--- src/rtl/mem_arb_pkg.sv ---
// =============================================================================
// Module : mem_arb_pkg
// Brief  : Shared state encoding, port ids and word size for the memory arbiter.
// Rev    : 1.0  initial release
// =============================================================================
`default_nettype none

package mem_arb_pkg;

    typedef enum logic [1:0] {
        IDLE  = 2'b00,
        GNT_I = 2'b01,
        GNT_D = 2'b10
    } arb_state_e;

    localparam logic PORT_I     = 1'b0;
    localparam logic PORT_D     = 1'b1;
    localparam int   WORD_BYTES = 4;

endpackage

`default_nettype wire

--- src/rtl/mem_arb_rr.sv ---
// =============================================================================
// Module : mem_arb_rr
// Brief  : Two-way combinational round-robin picker; on a tie the port that
//          did not win last time is chosen.
// Rev    : 1.0  initial release
// =============================================================================
`default_nettype none

module mem_arb_rr
    import mem_arb_pkg::*;
(
    input  logic [1:0] req,
    input  logic       last_gnt,
    output logic       gnt_id,
    output logic       gnt_vld
);

    always_comb begin
        gnt_vld = |req;
        gnt_id  = PORT_I;
        if (&req) begin
            gnt_id = ~last_gnt;
        end else if (req[PORT_D]) begin
            gnt_id = PORT_D;
        end
    end

endmodule

`default_nettype wire

--- src/rtl/mem_arbiter.sv ---
// =============================================================================
// Module : mem_arbiter
// Brief  : Shares one backing-memory port between icache line refills (burst)
//          and dcache single-beat accesses. Optional ack timeout abort is
//          enabled by defining MEM_ARB_TIMEOUT_EN.
// Rev    : 1.0  initial release
// =============================================================================
`default_nettype none

module mem_arbiter
    import mem_arb_pkg::*;
#(
    parameter int BURST_LEN = 4,
    parameter int TIMEOUT   = 64
)(
    input  logic        clk,
    input  logic        rst,
    input  logic        i_req,
    input  logic [31:0] i_addr,
    output logic [31:0] i_rdata,
    output logic        i_valid,
    output logic        i_done,
    output logic        i_err,
    input  logic        d_req,
    input  logic [31:0] d_addr,
    input  logic        d_we,
    input  logic [31:0] d_wdata,
    output logic [31:0] d_rdata,
    output logic        d_valid,
    output logic        d_done,
    output logic        d_err,
    output logic        mem_req,
    output logic [31:0] mem_addr,
    output logic        mem_we,
    output logic [31:0] mem_wdata,
    input  logic [31:0] mem_rdata,
    input  logic        mem_ack
);

    localparam int                  c_BEAT_W    = $clog2(BURST_LEN);
    localparam logic [31:0]         c_LINE_MASK = ~(32'(BURST_LEN * WORD_BYTES) - 32'd1);
    localparam logic [c_BEAT_W-1:0] c_LAST_BEAT = c_BEAT_W'(BURST_LEN - 1);

    arb_state_e          r_state, w_state_nxt;
    logic [c_BEAT_W-1:0] r_beat, w_beat_nxt;
    logic                r_last_gnt, w_last_gnt_nxt;
    logic [31:0]         r_base, w_base_nxt;
    logic                r_we, w_we_nxt;
    logic [31:0]         r_wdata, w_wdata_nxt;
    logic                w_gnt_id;
    logic                w_gnt_vld;
    logic                w_abort;

    mem_arb_rr u_rr (
        .req      ({d_req, i_req}),
        .last_gnt (r_last_gnt),
        .gnt_id   (w_gnt_id),
        .gnt_vld  (w_gnt_vld)
    );

`ifdef MEM_ARB_TIMEOUT_EN
    localparam int c_WAIT_W = $clog2(TIMEOUT + 1);

    logic [c_WAIT_W-1:0] r_wait;

    // Idle cycles hold the counter at zero, so every grant starts fresh.
    always_ff @(posedge clk or negedge rst) begin
        if (!rst) begin
            r_wait <= '0;
        end else if (r_state == IDLE || mem_ack) begin
            r_wait <= '0;
        end else begin
            r_wait <= r_wait + 1'b1;
        end
    end

    assign w_abort = (r_state != IDLE) && (r_wait == c_WAIT_W'(TIMEOUT));
`else
    assign w_abort = 1'b0;
`endif

    always_ff @(posedge clk or negedge rst) begin
        if (!rst) begin
            r_state    <= IDLE;
            r_beat     <= '0;
            r_last_gnt <= PORT_D;
            r_base     <= '0;
            r_we       <= 1'b0;
            r_wdata    <= '0;
        end else begin
            r_state    <= w_state_nxt;
            r_beat     <= w_beat_nxt;
            r_last_gnt <= w_last_gnt_nxt;
            r_base     <= w_base_nxt;
            r_we       <= w_we_nxt;
            r_wdata    <= w_wdata_nxt;
        end
    end

    always_comb begin
        w_state_nxt    = r_state;
        w_beat_nxt     = r_beat;
        w_last_gnt_nxt = r_last_gnt;
        w_base_nxt     = r_base;
        w_we_nxt       = r_we;
        w_wdata_nxt    = r_wdata;
        mem_req        = 1'b0;
        mem_addr       = '0;
        mem_we         = 1'b0;
        mem_wdata      = '0;
        i_rdata        = '0;
        i_valid        = 1'b0;
        i_done         = 1'b0;
        i_err          = 1'b0;
        d_rdata        = '0;
        d_valid        = 1'b0;
        d_done         = 1'b0;
        d_err          = 1'b0;

        case (r_state)
            IDLE: begin
                if (w_gnt_vld) begin
                    w_last_gnt_nxt = w_gnt_id;
                    if (w_gnt_id == PORT_I) begin
                        w_base_nxt  = i_addr & c_LINE_MASK;
                        w_beat_nxt  = '0;
                        w_state_nxt = GNT_I;
                    end else begin
                        w_base_nxt  = d_addr;
                        w_we_nxt    = d_we;
                        w_wdata_nxt = d_wdata;
                        w_state_nxt = GNT_D;
                    end
                end
            end

            GNT_I: begin
                if (w_abort) begin
                    i_done      = 1'b1;
                    i_err       = 1'b1;
                    w_beat_nxt  = '0;
                    w_state_nxt = IDLE;
                end else begin
                    mem_req  = 1'b1;
                    mem_addr = r_base + 32'(r_beat) * 32'(WORD_BYTES);
                    if (mem_ack) begin
                        i_valid    = 1'b1;
                        i_rdata    = mem_rdata;
                        w_beat_nxt = r_beat + 1'b1;
                        if (r_beat == c_LAST_BEAT) begin
                            i_done      = 1'b1;
                            w_beat_nxt  = '0;
                            w_state_nxt = IDLE;
                        end
                    end
                end
            end

            GNT_D: begin
                if (w_abort) begin
                    d_done      = 1'b1;
                    d_err       = 1'b1;
                    w_beat_nxt  = '0;
                    w_state_nxt = IDLE;
                end else begin
                    mem_req   = 1'b1;
                    mem_addr  = r_base;
                    mem_we    = r_we;
                    mem_wdata = r_wdata;
                    if (mem_ack) begin
                        d_valid     = 1'b1;
                        d_done      = 1'b1;
                        d_rdata     = mem_rdata;
                        w_state_nxt = IDLE;
                    end
                end
            end

            default: begin
                w_state_nxt = IDLE;
            end
        endcase
    end

endmodule

`default_nettype wire
--- config.mk ---
export PLATFORM = sky130hd
export DESIGN_NAME = mem_arbiter
export DESIGN_NICKNAME = d
export VERILOG_FILES = /design/src/rtl/mem_arb_pkg.sv /design/src/rtl/mem_arb_rr.sv /design/src/rtl/mem_arbiter.sv
export SDC_FILE = /design/constraint.sdc
export NUM_CORES = 1
export LEC_CHECK = 0
export ABC_AREA = 1
export ABC_CLOCK_PERIOD_IN_PS = 4730
export BUFFER_PORTS_ARGS = -buffer_cell sky130_fd_sc_hd__buf_2
export CELL_PAD_IN_SITES_DETAIL_PLACEMENT = 1
export CELL_PAD_IN_SITES_GLOBAL_PLACEMENT = 2
export CORE_MARGIN = 8
export CORE_UTILIZATION = 24
export DETAILED_ROUTE_END_ITERATION = 6
export PLACE_DENSITY_LB_ADDON = 0.1
export SLEW_MARGIN = 20
export SYNTH_ARGS = -nofsm -noshare
export SYNTH_HDL_FRONTEND = slang
export SYNTH_SLANG_ARGS = --single-unit
--- constraint.sdc ---
create_clock -name clk -period 4.73 [get_ports clk]
set_clock_uncertainty 0.2 [all_clocks]
set_input_delay 1.1825 -clock clk [delete_from_list [all_inputs] [get_ports clk]]
set_output_delay 1.1825 -clock clk [all_outputs]
set_load 0.03 [all_outputs]
Yosys cells after proc, flatten, opt, wreduce, memory -nomap -nowiden
Index checks and enable logic that the tools add are counted.

Mux-type cells: 27. Bitwise operators: 1. Equal/unequal tests: 8. Add/sub/neg operators: 2. Reductions and logical operators: 9.

Operator list (count): 32-bit 2-to-1 mux (5); 32-bit case mux with 2 select lines (1); 32-bit by 4-bit adder with 32-bit output (1); 2-bit 2-to-1 mux (9); 1-bit 2-to-1 mux (10); 2-bit != test, second input constant (4); 4-bit AND reduction (2); 2-bit case mux with 3 select lines (1); 2-bit == test, second input constant (2); 2-bit case mux with 2 select lines (1); 2-bit AND reduction (2); 2-bit OR reduction (2); 3-bit AND reduction (1); 2-bit by 1-bit adder with 2-bit output, second input constant (1); 2-bit by 1-bit == test with 1-bit output, second input constant (1); 2-bit zero test (1); 2-bit by 1-bit != test with 1-bit output, second input constant (1); 2-bit nonzero test (1); 1-bit inverter (1).

Output and inout port bits: 136. Bits of input ports: 134. Word-level logic and storage cells: 53. Bits in registers: 70.

Logic depth before layout (Yosys ltp)
Gate-level depths: netlist of the first run.

Depth in word-level cells: 5. Gate-level depth with buffers: 10. Mapped depth without buffers: 10.

By module
Synthesis of the first run repeated with hierarchy kept, for this count alone.

Cells, all modules: 740. Area, all modules: 4983.5 um^2.

By module, submodules not included: mem_arbiter (cells each 737, sequential area each 1752.9 um^2, area an instance 4968.5 um^2, instances 1); mem_arb_rr (cells each 3, sequential area each 0.0 um^2, area an instance 15.0 um^2, instances 1).

Least setup slack after synthesis of the first run
No wires, ideal clock.

Path type: reg2out. Start: register r_beat[0]. End: output mem_addr[10]. Stages on the path, launching flop included: 8. Setup slack: 1.261 ns. Required time: 3.348 ns. Path buffers: 0. Arrival: 2.087 ns. Cells stage by stage: dfrtp_1 > ha_1 > fa_1 > nand2_1 > nor2_2 > nand2_1 > o21ai_0 > a211oi_1.

Word-level cells in the longest chain between the ends: 2.

Ends and longest elaborated chain: from (decl) (RTL line mem_arbiter.sv:45) `logic [c_BEAT_W-1:0] r_beat, w_beat_nxt;`; from (signal assigned) (RTL line mem_arbiter.sv:92) `r_beat <= w_beat_nxt;`; 32-bit by 4-bit adder with 32-bit output (RTL line mem_arbiter.sv:145) `mem_addr = r_base + 32'(r_beat) * 32'(WORD_BYTES);`; 32-bit case mux with 2 select lines (RTL line mem_arbiter.sv:120) `case (r_state)`; to (decl) (RTL line mem_arbiter.sv:33) `output logic [31:0] mem_addr,`.

No other way between the ends.

Worst setup path in the final report of the first run
Start: register r_beat[0]. End: output mem_addr[18].

Same word-level chain as after synthesis.

==> summary.txt, run 1 <==
Run status
  – Status: finished clean

Floorplanning
  – Core Area: just over 0.02 mm²
  – I/O Pins: 270
  – Die height: around 160 µm
  – Starting Density: 0.2458
  – Die W: between 150 and 200 µm
  – Die ar.: about 0.026 mm²
  – Num rows: 52

Timing
  – Final hold violation count: 0
  – Sum Neg Setup Slack: 0 ns
  – Final setup viols: 0
  – Pins Over Slew Limit: 0
  – Min Clock Period, post-route: slightly below 4 ns
  – Worst slew pin tran: 0.9646 ns
  – RSZ-0062 raised after global routing: no
  – Final period util: 0.8197
  – Fmax: ~0.26 GHz
  – Slew headroom: 0.3570

Place
  – I/O Buffers: 263
  – GP Congestion: approximately 0.78
  – DP HPWL: approximately 16000 µm

Route
  – Wire length after detailed routing: ~21000 µm
  – Routed wire length per instance: about 17 µm
  – Drt first pass iters: 4
  – 1st-iter DRT viols: about 170
  – Detail Route Antenna Nets: 0
  – DRC: 0
  – DR vias: about 5500
  – Drt via density: between 4 and 5

Critical path
  – Crit-path most repeated cell: nand2_1
  – WP data required: around 3.4 ns
  – Type of origin of the critical path: register
  – CP Capture Type: output port
  – Crit path largest cell delay: between 0.4 and 0.5 ns
  – Critical path cell sequence: ha_1 > fa_1 > nand2_1 > nor2_2 > nand3_1 > nor2_1 > nand2_1 > nand2_1 > a21oi_1 > buf_2
  – Critical path type: register to output port
  – CP Max Fanout: 4
  – Critical-path top delay cell: dfrtp_1
  – Top delay family on crit path: simple AND/OR/NAND/NOR gates
  – CP Buf/Inv Count: 1
  – Critical Path AT: 2.49 ns

Yosys
  – Post-synth top area cell: dfrtp_1
  – Synth unique cells: 36
  – Yosys reg bits: 70
  – Post-Syn Area: about 0.005 mm²
  – Post-synthesis instance total: 728
  – Synth area leaders: dfrtp_1 35%, nand2_1 13%, nor2_1 9.6%
  – Yosys warnings: 0
  – Seq/Total Area, Yosys: 0.3513
  – Avg Cell Area, Syn: roughly 7 µm²
  – Yosys top cell area share: 0.3460

Final layout
  – Layout area overhead: 36.84%
  – Fill cells: 2642
  – Commonest non-fill, non-tap cells in the layout: 262 x buf_2, 174 x nand2_1, 128 x nor2_1, 118 x inv_1, 69 x dfrtp_1
  – Commonest non-fill, non-tap cell in the layout: buf_2
  – Antenna diodes: 0
  – Share of layout cells above drive strength 1: 0.3422
  – Fin nets: 1115

Pwr
  – Total power density per cell area: ~650 mW/mm²
  – Overall power: 4.416 mW
  – Leakage Power: 4.016 nW
  – Max VDD drop: 0.2099 mV

Clock network
  – Worst skew pair latency: 0.34 ns
  – Post_cts resized: 0
  – Post-CTS setup buffers: 0
  – CTS tree: built
  – Num CTS Buffers: 9
  – CTS root buf: clkbuf_16
  – Num Clock Sinks: 70
  – Max Root-Sink Buffers: 2
  – H-tree Lvls: 3
  – Clock transition at path regs: 0.07 ns
  – Hold_buf cts: 0

GRT
  – Largest net degree at the start of global routing: 71
  – Initial antenna violation count: 1
  – Vias in the first global route: ~6000
  – Total congestion overflow: 0
  – Overall Global Routing Usage: 0.1611
  – First-pass GRT wire length: roughly 33000 µm

Job
  – Max cap viols: 0

Min path
  – Hold Crit Class: register to register
[Yosys cell counts (all sizes together)]
master / number
inv: 121
a21o: 1
a21oi: 31
ha: 6
a211oi: 1
buf: 20
nand3: 25
dfstp: 1
mux2: 33
nand2: 175
dfrtp: 69
o21ai: 47
a22oi: 1
o22ai: 22
nor2: 136
o31ai: 1
nand4: 6
o211ai: 1
nor3: 5
a31oi: 7
and2: 1
fa: 1
conb: 1
clkbuf: 16
[logic make-up (layout without fill, tap and decap cells)]
| group | count (synthesis) | in the layout | synth area share |
|---|---|---|---|
| and+or+nand+nor | 348 | 348 | 0.2803 |
| buffers and inverters | 157 | 407 | 0.1279 |
| AOI/OAI and AO/OA | 112 | 112 | 0.1251 |
| DFF | 70 | 70 | 0.3513 |
| muxes | 33 | 33 | 0.09554 |
| adders and majority gates | 7 | 7 | 0.01906 |
| other | 1 | 2 | 0.0007515 |
[worst reg2reg max path, cell delays in order (launching register included)]
cell and delay, ns:
dfrtp_1 0.40, inv_1 0.09, ha_1 0.40, inv_2 0.11, a21oi_4 0.62, buf_12 0.26
o21ai_0 0.14, o22ai_1 0.14
[final cells by class]
type	count	area [µm²]	area share
timing repair buffer	270	1384	0.2027
sequential	70	1753	0.2567
inverter	121	454.2	0.06652
clock buffer	9	225.2	0.03299
multi-input combinational	502	2613	0.3826
clock inverter	7	61.31	0.008979
tap	270	337.8	0.04948
[where the power goes]
group	internal (mW)	total (mW)	switching (mW)
logic	0.857	2.53	1.67
clock network	0.367	0.676	0.310
registers	0.909	1.21	0.302
[stage by stage]
stage	hold slack [ns]	setup slack, ns	std cells	area (µm²)	util
finish	0.3078	0.8531	1249	6828	0.3364
global route	0.3231	0.6525	1249	6828	0.3364
CTS	0.3093	0.7903	1249	6828	0.3364
detailed placement	0.2939	1.172	1233	6541	0.3222
global placement	0.2896	1.194	1233	6541	0.3222
floorplan	0.2782	1.261	729	4994	-
[flip-flops by register name, summed over array words and instances (netlist names)]
signal and count:
r_base 32, r_beat 2, r_last_gnt 1, r_state 2, r_wdata 32, r_we 1
[worst paths after layout]
path | startpoint | cells past startpoint | to | slack (ns)
max | r_beat[0] | 10 | mem_addr[18] | 0.85
min | r_wdata[17] | 1 | r_wdata[17] | 0.31
max reg2reg | r_state[0] | 7 | r_base[16] | 2.29
min reg2reg | r_wdata[17] | 1 | r_wdata[17] | 0.31
max in group asynchronous | rst | 1 | r_base[2] | 2.90
min in group asynchronous | rst | 1 | r_base[24] | 0.78
[routing by layer]
metal / global-route usage / vias to the layer above / part of all wire
li1: - / 2769 / -
met1: 0.1891 / 2595 / 0.43
met2: 0.2814 / 157 / 0.49
met3: 0.05244 / 12 / 0.072
met4: 0.03271 / 2 / 0.0080
met5: 0 / - / 0.00039
Power figures use the tool's default switching activity.
==> run 2, diff against run 1 <==
Settings changed: ABC_CLOCK_PERIOD_IN_PS 4730 to 3100, CORE_UTILIZATION 24 to 20.
Clock period 4.73 ns to 3.1 ns, I/O delays scaled along.
==> summary.txt, run 2 (same netlist as run 1, synthesis figures left out) <==
Critical path
  – CP Max Fanout: 4 (unchanged)
  – R2R Setup Slk: 0.81 ns (-1.48 ns)
  – CP Capture Type: output port
  – Reg2Reg Depth: 5 (-2)
  – Type of origin of the critical path: register
  – RR Startpoint: r_state[0]
  – Critical path type: register to output port
  – FF-to-FF End: r_we
  – WP data required: 2.12 ns (-1.23 ns)
  – Critical Path AT: 2.16 ns (-0.33 ns)

Run status
  – Failing checks: negative setup slack
  – Status: finished, violations left

Clock network
  – CTS tree: built
  – Num CTS Buffers: 9 (unchanged)
  – Max Root-Sink Buffers: 2 (unchanged)
  – H-tree Lvls: 3 (unchanged)
  – Hold_buf cts: 0 (unchanged)
  – CTS root buf: clkbuf_16
  – Clock transition at path regs: 0.07 ns (about the same)
  – Worst skew pair latency: 0.34 ns (about the same)
  – Num Clock Sinks: 70 (unchanged)

Final layout
  – Biggest regs: r_base (32), r_wdata (32)
  – Commonest non-fill, non-tap cell in the layout: buf_2
  – Fin nets: 1139 (+2.2%)
  – Layout area overhead: 49.45%
  – Commonest non-fill, non-tap cells in the layout: 238 x buf_2, 165 x nand2_1, 124 x nor2_1, 115 x inv_1, 68 x dfrtp_1
  – Finished Core Util: 0.3005 (-0.03589)
  – Fill cells: 3135 (+19%)
  – Share of layout cells above drive strength 1: 0.3998 (+0.05761)

Pwr
  – Max VDD drop: 0.3504 mV (+67%)
  – Leakage Power: 4.177 nW (+4.0%)
  – Total power density per cell area: 974.5 mW/mm² (+51%)

Route
  – DR vias: 5590 (+0.99%)
  – Drt via density: 4.187 (-5.5%)
  – Routed wire length per instance: 16.80 µm (+1.6%)
  – Detail Route Antenna Nets: 0 (unchanged)
  – Drt first pass iters: 4 (unchanged)
  – DRC: 0 (unchanged)
  – 1st-iter DRT viols: 194 (+15%)
  – Wire length after detailed routing: 22430 µm (+8.6%)

Floorplanning
  – Starting Density: 0.2010 (-0.04476)
  – Num rows: 58 (+12%)
  – I/O Pins: 270 (unchanged)
  – Core Area: 0.02482 mm² (+22%)
  – Die ar.: 0.03026 mm² (+18%)
  – Die height: 174.0 µm (+8.6%)
  – Die W: 174.0 µm (+8.6%)

GRT
  – Vias in the first global route: 6147 (+2.4%)
  – Largest net degree at the start of global routing: 62 (-13%)
  – Initial antenna violation count: 4 (+3)
  – Total congestion overflow: 0 (unchanged)
  – Overall Global Routing Usage: 0.1452 (-0.01583)
  – First-pass GRT wire length: 35180 µm (+5.2%)

Timing
  – Fmax: around 0.32 GHz
  – Pins Over Slew Limit: 0 (unchanged)
  – Final period util: 1.013
  – RSZ-0062 raised after global routing: yes
  – Setup ws final: -0.03928 ns (-0.8923 ns)
  – Final setup viols: 5 (+5)
  – Final hold violation count: 0 (unchanged)
  – Min Clock Period, post-route: about 3.1 ns
  – Slew headroom: 0.6120 (+0.2551)
  – Worst slew pin tran: 0.5811 ns (-0.3835 ns)

Place
  – DP HPWL: 17050 µm (+6.5%)
  – GP Congestion: 0.7411 (-5.4%)
  – Pre-CTS WS: 0.09618 ns (-1.075 ns)
  – I/O Buffers: 263 (unchanged)

Job
  – Max cap viols: 0 (unchanged)

Min path
  – Hold Crit Class: input pin to asynchronous set/reset pin
## run 2: worst max path at each step
stage / depth (start not counted) / end / slack, ns / from
global route: 11 / mem_addr[26] / -0.17 / r_beat[0]
floorplan: 7 / mem_addr[10] / 0.04 / r_beat[0]
global placement: 10 / mem_addr[18] / 0.10 / r_beat[0]
detailed placement: 10 / mem_addr[18] / 0.1 / r_base[2]
CTS: 10 / mem_addr[14] / -0.09 / r_beat[0]
finish: 11 / mem_addr[30] / -0.04 / r_base[2]
## run 2: where the power goes
group,switching (mW),internal (mW)
sequential,0.462,1.39
combinational,2.76,1.60
clock,0.493,0.559
## run 2: critical path: stages (launching register included)
cell and delay, ns:
dfrtp_1 0.36, ha_2 0.20, fa_2 0.23, nand2_4 0.08, nor2_4 0.17, nand3_2 0.16, nor2_4 0.16, nand2_1 0.07
nand2_1 0.05, nand2_1 0.04, a21oi_1 0.12, buf_4 0.19
## run 2: layout make-up
| cell class | instances | area, µm² | area share |
|---|---|---|---|
| Clock buffer | 9 | 225.2 | 0.03020 |
| Timing Repair Buffer | 294 | 1732 | 0.2322 |
| Clock inverter | 7 | 61.31 | 0.008221 |
| Inverter | 121 | 457.9 | 0.06141 |
| Antenna cell | 2 | 5.005 | 0.0006711 |
| Multi-Input combinational cell | 502 | 2809 | 0.3767 |
| Sequential cell | 70 | 1754 | 0.2352 |
| Tap cell | 330 | 412.9 | 0.05537 |
## run 2: timing repair
action	CTS	global route
endpoints found under the setup margin	25	88
pin swaps	9	12
buffers inserted	5	2
endpoints found under the hold margin	0	0
resized for setup	67	35
cloned	0	1
## run 2: metrics by stage
step                      power [mW]  area [µm²]  hold WS (ns)  instances  setup TNS [ns]
after floorplan                4.586        4994        0.2782        729               0
after global placement         5.960        6761        0.2888       1309               0
after detailed placement       5.973        6761        0.2952       1309               0
after CTS                      7.283        7303        0.1915       1330         -0.5767
after global routing           7.910        7457        0.2092       1335          -2.558
final                          7.267        7457        0.1811       1335        -0.08251
## run 2: metal layers
metal	vias to the layer above	GRT usage	part of all wire
li1	2806	-	-
met1	2624	0.1828	0.45
met2	139	0.2450	0.48
met3	17	0.04057	0.055
met4	4	0.02779	0.0086
met5	-	0	0.0012
==> run 3, diff against run 2 <==
Settings changed: ABC_AREA 1 to not set, CORE_UTILIZATION 20 to 21.
==> summary.txt, run 3 <==
Clock network
  – CTS root buf: clkbuf_16
  – H-tree Lvls: 3 (unchanged)
  – CTS tree: built
  – Num Clock Sinks: 70 (unchanged)
  – Hold_buf cts: 0 (unchanged)
  – Max Root-Sink Buffers: 2 (unchanged)
  – Worst skew pair latency: 0.34 ns (about the same)
  – Clock transition at path regs: 0.07 ns (about the same)
  – Num CTS Buffers: 9 (unchanged)

Pwr
  – Leakage Power: 4.148 nW (-0.69%)
  – Total power density per cell area: 867.1 mW/mm² (-11%)
  – Max VDD drop: 0.3132 mV (-11%)

Yosys
  – Commonest register cell after synthesis: dfrtp_1
  – Yosys reg bits: 70 (unchanged)
  – Post-Syn Area: 0.004652 mm² (-6.8%)
  – Yosys top cell area share: 0.3712 (+0.02513)
  – Synth area leaders: dfrtp_1 37%, nand2_1 13%, and3_1 8.9%
  – Share of flip-flops with an asynchronous set or reset: 1.000 (unchanged)
  – Yosys warnings: 0 (unchanged)
  – Synth unique cells: 49 (+36%)
  – Most instantiated cells after synthesis: 155 x nand2_1, 69 x dfrtp_1, 66 x and3_1
  – Post-synth EDFFs: 0 (unchanged)
  – Avg Cell Area, Syn: 7.952 µm² (+16%)
  – Most frequent cell after synthesis: nand2_1
  – Post-synthesis instance total: 585 (-20%)
  – Post-synth top area cell: dfrtp_1
  – Seq/Total Area, Yosys: 0.3768 (+0.02551)

Route
  – Met3 wire len: 1745 µm (+42%)
  – DRC: 0 (unchanged)
  – Routed wire length per instance: 17.81 µm (+6.0%)
  – Top layer in use: met4
  – Wire length on met1: 8619 µm (-15%)
  – Drt via density: 4.600 (+9.8%)
  – Wire length after detailed routing: 20550 µm (-8.4%)
  – Met2 WL: 10000 µm (-7.6%)
  – Detail Route Antenna Nets: 0 (unchanged)
  – DR vias: 5308 (-5.0%)
  – Drt first pass iters: 4 (unchanged)
  – 1st-iter DRT viols: 194 (unchanged)

Critical path
  – CP Buf/Inv Count: 2 (+1)
  – Type of origin of the critical path: register
  – Crit-path most repeated cell: nand3_2
  – Top delay family on crit path: simple AND/OR/NAND/NOR gates
  – CP Max Fanout: 3 (-1)
  – Critical-path top delay cell: dfrtp_1
  – WP data required: 2.12 ns (about the same)
  – CP Capture Type: output port
  – Critical path type: register to output port
  – Crit path largest cell delay: 0.40 ns (+0.04 ns)
  – Critical path cell sequence: ha_4 > fa_2 > nand4_1 > nor4_2 > buf_4 > nand3_2 > or3_4 > nand3_2 > buf_6
  – Critical Path AT: 2.33 ns (+0.17 ns)

Floorplanning
  – Die height: 164.8 µm (-5.2%)
  – Core Area: 0.02176 mm² (-12%)
  – Starting Density: 0.2138 (+0.01278)
  – Num rows: 54 (-6.9%)
  – I/O Pins: 270 (unchanged)
  – Die W: 164.8 µm (-5.2%)
  – Die ar.: 0.02717 mm² (-10%)

Timing
  – Final hold violation count: 0 (unchanged)
  – Worst slew pin tran: 0.5937 ns (+0.01263 ns)
  – Min Clock Period, post-route: 3.306 ns (+0.1668 ns)
  – Final setup viols: 20 (+15)
  – Slew headroom: 0.6042 (-0.007853)
  – Fmax: 0.3025 GHz (-5.0%)
  – Final period util: 1.066 (+0.05382)
  – Setup ws final: -0.2061 ns (-0.1668 ns)
  – Pins Over Slew Limit: 0 (unchanged)
  – RSZ-0062 raised after global routing: yes

Final layout
  – Layout area overhead: 59.74%
  – Share of layout cells above drive strength 1: 0.4616 (+0.06183)
  – Non-Filler Instances: 1154 (-14%)
  – Biggest regs: r_base (32), r_wdata (32)
  – Fin nets: 1009 (-11%)
  – Commonest non-fill, non-tap cells in the layout: 237 x buf_2, 150 x nand2_1, 66 x and3_1, 66 x dfrtp_1, 57 x buf_4
  – Commonest non-fill, non-tap cell in the layout: buf_2

Place
  – Placed insts: 1117 (-15%)
  – I/O Buffers: 263 (unchanged)
  – DP HPWL: 15360 µm (-9.9%)
  – GP Congestion: 0.7935 (+7.1%)
  – Pre-CTS WS: -0.05996 ns (-0.1561 ns)

GRT
  – First-pass GRT wire length: 31490 µm (-10%)
  – Initial antenna violation count: 1 (-3)
  – Overall Global Routing Usage: 0.1457 (+0.0004610)
  – Total congestion overflow: 0 (unchanged)
  – Vias in the first global route: 5767 (-6.2%)
  – Largest net degree at the start of global routing: 76 (+23%)

Job
  – Max cap viols: 0 (unchanged)

Run status
  – Failing checks: negative setup slack
  – Status: finished, violations left

Min path
  – Hold Crit Class: input pin to asynchronous set/reset pin
[run 3: changes by cell type in the layout (fill, tap and decap cells not counted), moves of 11 or more]
cell / change
a21oi_2: -12
and2_1: +37
and3_1: +66
buf_4: +21
inv_1: -107
mux2_4: -28
mux2i_1: +31
nand2_1: -15
nor2_1: -120
o21ai_0: -11
o22ai_1: -22
[run 3: timing repair]
action / in CTS / in global routing
gates cloned: 1 / 0
pin swaps: 19 / 17
resized for setup: 77 / 52
buffers inserted: 11 / 9
endpoints found under the setup margin: 28 / 31
[run 3: power breakdown]
part	total, mW	internal, mW	switching (mW)
logic	3.59	1.35	2.23
clock network	1.10	0.632	0.464
registers	1.76	1.36	0.396
[run 3: per-layer routing]
| metal | vias up | track usage |
|---|---|---|
| li1 | 2572 | - |
| met4 | 0 | 0.03399 |
| met5 | - | 0 |
| met3 | 12 | 0.04487 |
| met2 | 165 | 0.2524 |
| met1 | 2559 | 0.1730 |
[run 3: worst reg2reg max path, delay by kind of cell, from the launching register on]
family                     cells  cell delay (ns)
adders and majority gates      1             0.25
AOI/OAI and AO/OA              2             0.46
DFF                            1             0.39
muxes                          1             0.38
and+or+nand+nor                1             0.16
buffers and inverters          3             0.54
[run 3: layout make-up]
class / instances / area, µm²
clock buffer: 9 / 225.2
timing repair buffer: 320 / 1938
tap: 280 / 350.3
antenna: 1 / 2.502
fill: 2636 / 14330
clock inverter: 7 / 78.83
sequential: 70 / 1757
multi-input combinational: 459 / 3049
inverter: 8 / 30.03
[run 3: worst paths after layout]
kind / from / slack [ns] / cells past startpoint / end
setup / recovery: r_base[2] / -0.21 / 9 / mem_addr[20]
hold / removal: rst / 0.17 / 1 / r_base[26]
setup reg to reg: r_state[1] / 0.61 / 8 / r_beat[0]
hold reg to reg: r_wdata[12] / 0.27 / 2 / r_wdata[12]
max in group asynchronous: rst / 1.92 / 2 / r_wdata[11]
min in group clk: r_wdata[12] / 0.27 / 2 / r_wdata[12]
[run 3: metrics by stage]
| stage | total power [mW] | setup TNS, ns | hold slack, ns | cell area [µm²] | util |
|---|---|---|---|---|---|
| 2_1_floorplan | 3.769 | -0.9481 | 0.2380 | 4697 | - |
| 3_3_place_gp | 4.869 | -0.02931 | 0.2503 | 6513 | 0.2993 |
| 3_5_place_dp | 4.977 | -0.05996 | 0.2573 | 6513 | 0.2993 |
| 4_1_cts | 6.399 | -2.307 | 0.1804 | 7157 | 0.3290 |
| 5_1_grt | 6.957 | -4.708 | 0.1960 | 7431 | 0.3416 |
| 6_report | 6.443 | -2.327 | 0.1726 | 7431 | 0.3416 |
[run 3: kinds of logic (layout without fill, tap and decap cells)]
logic type                 count (synthesis)  count (layout)  synth area share
AOI/OAI and AO/OA                         89              89            0.1181
adders and majority gates                  7               7           0.02044
buffers and inverters                     58             344           0.05245
xor gates and xnor gates                   8               8           0.01506
other                                      1               3         0.0008061
muxes                                     32              32           0.06912
and+or+nand+nor                          320             321            0.3472
DFF                                       70              70            0.3768
